--- src/rtl/snoop_bus_arbiter.sv ---
// Round-robin owner of the MESI snoop bus: grants one requester, broadcasts its
// miss/invalidate, waits out any dirty write-back, runs the memory fill, then signals done.
module snoop_bus_arbiter #(
    parameter int NPROC  = 3,
    parameter int ADDR_W = 5
) (
    input  logic                    clock,
    input  logic                    reset_n,
    input  logic [NPROC-1:0]        req,
    input  logic [2*NPROC-1:0]      req_op,
    input  logic [ADDR_W*NPROC-1:0] req_addr,
    output logic [NPROC-1:0]        gnt,
    output logic                    bus_valid,
    output logic [1:0]              bus_op,
    output logic [ADDR_W-1:0]       bus_addr,
    output logic [1:0]              bus_src,
    input  logic [NPROC-1:0]        snoop_abort,
    input  logic                    wb_done,
    output logic                    mem_req,
    input  logic                    mem_ack,
    output logic [NPROC-1:0]        done
);

    typedef enum logic [2:0] {
        S_IDLE,
        S_SNOOP,
        S_WB_WAIT,
        S_MEM,
        S_DONE
    } state_t;

    localparam logic [1:0] OP_INV  = 2'd2;
    localparam logic [1:0] RR_INIT = 2'(NPROC - 1);

    state_t              state_q, state_d;
    logic [NPROC-1:0]    gnt_q, gnt_d;
    logic [1:0]          op_q, op_d;
    logic [ADDR_W-1:0]   addr_q, addr_d;
    logic [1:0]          src_q, src_d;
    logic [1:0]          rr_q, rr_d;

    logic                win_found;
    logic [1:0]          win_idx;
    logic [1:0]          cand;
    logic [1:0]          win_op;
    logic                abort;

    // Search starts one past the last winner and wraps, so the last owner has lowest priority.
    always_comb begin
        win_found = 1'b0;
        win_idx   = '0;
        cand      = '0;
        for (int unsigned k = 1; k <= unsigned'(NPROC); k++) begin
            cand = 2'((32'(rr_q) + k) % unsigned'(NPROC));
            if (!win_found && req[cand]) begin
                win_found = 1'b1;
                win_idx   = cand;
            end
        end
    end

    assign win_op = req_op[2*int'(win_idx) +: 2];
    assign abort  = |(snoop_abort & ~gnt_q);

    always_comb begin
        state_d = state_q;
        gnt_d   = gnt_q;
        op_d    = op_q;
        addr_d  = addr_q;
        src_d   = src_q;
        rr_d    = rr_q;
        case (state_q)
            S_IDLE: begin
                if (win_found) begin
                    op_d           = (win_op == 2'd3) ? 2'd0 : win_op;
                    addr_d         = req_addr[ADDR_W*int'(win_idx) +: ADDR_W];
                    src_d          = win_idx;
                    gnt_d          = '0;
                    gnt_d[win_idx] = 1'b1;
                    state_d        = S_SNOOP;
                end
            end
            S_SNOOP: begin
                if (abort)                 state_d = S_WB_WAIT;
                else if (op_q == OP_INV)   state_d = S_DONE;
                else                       state_d = S_MEM;
            end
            S_WB_WAIT: begin
                if (wb_done) state_d = (op_q == OP_INV) ? S_DONE : S_MEM;
            end
            S_MEM: begin
                if (mem_ack) state_d = S_DONE;
            end
            S_DONE: begin
                rr_d    = src_q;
                gnt_d   = '0;
                state_d = S_IDLE;
            end
            default: begin
                gnt_d   = '0;
                state_d = S_IDLE;
            end
        endcase
    end

    always_ff @(posedge clock or negedge reset_n) begin
        if (!reset_n) begin
            state_q <= S_IDLE;
            gnt_q   <= '0;
            op_q    <= '0;
            addr_q  <= '0;
            src_q   <= '0;
            rr_q    <= RR_INIT;
        end else begin
            state_q <= state_d;
            gnt_q   <= gnt_d;
            op_q    <= op_d;
            addr_q  <= addr_d;
            src_q   <= src_d;
            rr_q    <= rr_d;
        end
    end

    assign gnt       = gnt_q;
    assign bus_valid = (state_q == S_SNOOP);
    assign bus_op    = op_q;
    assign bus_addr  = addr_q;
    assign bus_src   = src_q;
    assign mem_req   = (state_q == S_MEM);
    assign done      = (state_q == S_DONE) ? gnt_q : '0;

endmodule

--- config.mk ---
export PLATFORM = sky130hd
export DESIGN_NAME = snoop_bus_arbiter
export DESIGN_NICKNAME = d
export VERILOG_FILES = /design/src/rtl/snoop_bus_arbiter.sv
export SDC_FILE = /design/constraint.sdc
export NUM_CORES = 1
export LEC_CHECK = 0
export BUFFER_PORTS_ARGS = -buffer_cell sky130_fd_sc_hd__buf_4
export CAP_MARGIN = 10
export CORE_UTILIZATION = 44
export DETAILED_ROUTE_END_ITERATION = 8
export PLACE_DENSITY = 0.79
export SYNTH_ARGS = -nofsm -noshare
export SYNTH_HDL_FRONTEND = slang
export SYNTH_SLANG_ARGS = --single-unit
--- constraint.sdc ---
create_clock -name clock -period 2.1 [get_ports clock]
set_input_delay 0.42 -clock clock [delete_from_list [all_inputs] [get_ports clock]]
set_output_delay 0.42 -clock clock [all_outputs]
set_load 0.01 [all_outputs]
==> summary.txt <==
Power and ir drop
  – Combinational share of power: 0.739
  – Sequential cell fraction of total power: 0.206
  – Psw: between 0.001 and 0.0015 W
  – Pwr dens: about 1600 mW/mm^2
  – Leakage power: 0.920 nW
  – Pint: 0.00177 W
  – Clock power share: 0.054
  – Max IR drop VDD: 1190 uV
  – Sw frac: 0.445

Clock tree
  – Clk_lat worst skew: 0.29 ns
  – Clock sinks: 17
  – CTS Buf Count: 3
  – TritonCTS clock tree: yes
  – Clk buf depth: 2
  – Clock slew at reported path FFs: 0.10 ns
  – H-tree depth: 1
  – Clock Tree Root: clkbuf_4

Logic synthesis
  – Mux cell area share after synthesis: 0.0654
  – Register area share after synthesis: 0.333
  – Primary FF master, synth: dfrtp_1
  – FF+latch count, synth: 17
  – XOR/XNOR share of the synthesized area: 0
  – Synth Cell Area: ~0.0013 mm^2
  – Synth Instances: 153
  – Largest family of logic cells by synthesized area: compound AO/OA/AOI/OAI gates
  – Netlist cell types: 45
  – Post-synth ARST share: 1.00
  – Simple-gate share of the synthesized area: 0.241
  – Number of synthesized flops with an enable pin: 0
  – Post-Synth Adder-Cell Area: 0.0390
  – Synth warn: 0
  – Synth Area in Compound Gates: 0.260
  – Synth Net Count: 188
  – Syn_area_per_cell: ~8.4 um^2

Timing
  – Slew HR: 0.659
  – Worst-case clock skew: 0.00792 ns
  – Setup ws final: -0.0639 ns
  – Final worst path period need: 2.16 ns
  – Final hold vios: 0
  – Final setup vio count: 11
  – Hold_ws: 0.440 ns
  – Max Slew Vio Count: 0
  – Slew @ Worst Pin: 0.509 ns
  – RSZ-0062 raised after global routing: true
  – Fin crit share: 1.03
  – Fmax: 462 MHz

Cells and area
  – Post-route cell area: 0.00195 mm^2
  – Area of the multi-input gates: 890 um^2
  – Antenna Cells: 0
  – Area growth syn-to-layout: 51.9%
  – Net total in the final layout: about 250
  – Number of fill cells: about 230
  – Non-Filler Instances: about 250
  – Share of layout cells above drive strength 1: 0.465
  – FF+latch area: about 430 um^2
  – Final Util: 0.706

Route
  – Max Used Layer: met4
  – Routed via count: about 1,400
  – Vias/cell: 5.56
  – Metal1 wirelength: around 1600 um
  – Number of remaining DRC errors: 0
  – Wire length per cell: 14.6 um
  – Remaining antenna violation count: 0
  – DR pass1 iterations: 5
  – Total Wirelength: 3620 um
  – DRT iter0 DRCs: just under 80
  – Wire length on met3: 151 um
  – Met2 Wirelength: 1840 um

Floorplan
  – Io pins: 48
  – Core ar.: 0.00276 mm^2
  – Row cnt: 19
  – Initial Util: 0.465
  – Die Wd: roughly 56 um
  – Die ar.: 0.00313 mm^2
  – Die height: between 50 and 60 um

Global routing
  – Largest net degree at the start of global routing: 18
  – Tot GR Track Use: 0.235
  – Gr ovfl total: 0
  – First-pass GRT wire length: 5790 um
  – Vias in the first global route: 1,261
  – Initial antenna violation count: 0

Run status
  – Violated checks: setup timing
  – Status: complete, but fails checks

Worst setup path
  – Worst Path Arrival: around 2.3 ns
  – Worst setup SP type: flip-flop
  – Critical Path RT: 2.27 ns
  – Path type of the worst setup path: flip-flop to flip-flop
  – CP Capture Type: flip-flop
  – Worst-path maximum fanout: 7

Flow run
  – Max capacitance violation total: 0

Worst hold path
  – Hold Crit Class: primary input to flip-flop

Placed design
  – Placed instance area: 0.00174 mm^2
  – DP Cell Count: around 240
  – DP HPWL: between 2000 and 3000 um
  – GP Congestion: 0.883
  – Input/output buffers: 47
==> power by group through the flow <==
stage	registers [W]	logic [W]	clock network (W)
finish	0.000658	0.00235	0.000174
floorplan	0.000619	0.00132	0
global route	0.000683	0.00255	0.000198
CTS	0.000650	0.00220	0.000179
detailed placement	0.000654	0.00197	0
global placement	0.000640	0.00192	0
==> path summary, 6_finish.rpt <==
| path | slack, ns | to | depth (start not counted) | startpoint |
|---|---|---|---|---|
| max | -0.06 | bus_op[1]$_DFFE_PN0P_ | 8 | rr_q[1]$_DFFE_PN1N_ |
| min | 0.44 | bus_op[1]$_DFFE_PN0P_ | 3 | req_op[3] |
| max reg2reg | -0.06 | bus_op[1]$_DFFE_PN0P_ | 8 | rr_q[1]$_DFFE_PN1N_ |
| min reg2reg | 0.50 | bus_addr[2]$_DFFE_PN0P_ | 2 | bus_addr[2]$_DFFE_PN0P_ |
| max in group asynchronous | 1.34 | rr_q[1]$_DFFE_PN1N_ | 2 | reset_n |
| min in group asynchronous | 0.51 | gnt[1]$_DFFE_PN0P_ | 2 | reset_n |
==> cell families (layout without fill, tap and decap cells) <==
group                      Yosys count  after routing
adders and majority gates            4              4
and+or+nand+nor                     61             61
AOI/OAI and AO/OA                   46             46
DFF                                 17             17
muxes                                8              8
buffers and inverters               17             81
==> cells in the final DEF (no fill, tap or decap), drive strengths merged, types with 4 or more instances in the layout <==
cell type / synthesis / routed
buf: 5 / 69
o21ai: 18 / 18
dfrtp: 16 / 16
nand2: 15 / 15
nor2: 14 / 14
nand2b: 7 / 7
nand3: 7 / 7
inv: 7 / 7
a31o: 5 / 5
and3: 5 / 5
mux2i: 5 / 5
ha: 4 / 4
==> registers in the layout, summed over array words and instances, names as in the netlist <==
signal and cells:
bus_op 2, state_q 3, bus_src 2, gnt 3, rr_q 2, bus_addr 5
==> through the flow <==
stage	setup WS (ns)	TNS [ns]	power [W]
2_1_floorplan	-0.0188	-0.0191	0.00194
3_3_place_gp	-0.0952	-0.331	0.00256
3_5_place_dp	-0.182	-1.52	0.00263
4_1_cts	-0.0333	-0.0629	0.00303
5_1_grt	-0.182	-1.50	0.00343
6_report	-0.0639	-0.347	0.00319
==> cells in the mapped netlist, drive strengths merged (2+ instances only) <==
cell type / instances / share of area
a21boi: 2 / 0.012
a21oi: 3 / 0.012
a31o: 5 / 0.034
a31oi: 3 / 0.015
and3: 5 / 0.024
buf: 5 / 0.026
clkbuf: 5 / 0.015
dfrtp: 16 / 0.31
ha: 4 / 0.039
inv: 7 / 0.020
mux2: 3 / 0.026
mux2i: 5 / 0.039
nand2: 15 / 0.044
nand2b: 7 / 0.034
nand3: 7 / 0.027
nand3b: 2 / 0.012
nand4: 2 / 0.0098
nor2: 14 / 0.041
nor2b: 3 / 0.015
nor3b: 2 / 0.012
o211ai: 2 / 0.016
o21ai: 18 / 0.070
o22ai: 2 / 0.015
==> cell type report <==
class                           instances  share of cell area
Clock buffer                            3              0.0116
Sequential cell                        17               0.219
Tap cell                               31              0.0199
Multi-Input combinational cell        119               0.457
Clock inverter                          1             0.00257
Timing Repair Buffer                   70               0.277
Inverter                                7              0.0135
==> repair_timing <==
item	in CTS	in global routing
pin swaps	11	5
cloned	0	0
resized for setup	19	7
hold buffers	1	0
setup endpoints to repair	12	12
buffers inserted	4	2
hold endpoints to repair	16	0
==> per-layer routing <==
| metal | up-vias | track usage |
|---|---|---|
| li1 | 690 | - |
| met1 | 637 | 0.310 |
| met2 | 50 | 0.396 |
| met3 | 2 | 0.0256 |
| met4 | 0 | 0.0871 |
| met5 | - | 0 |
==> worst max-delay path, cell delays in order (launching register included) <==
cell and delay (ns):
dfstp_2 0.60, ha_4 0.17, mux2i_4 0.25, o22ai_4 0.14, o311ai_2 0.32, buf_4 0.21, a41oi_1 0.06, a32oi_1 0.22
nor2_1 0.07
Note: power is estimated with default switching activity, not from simulation.
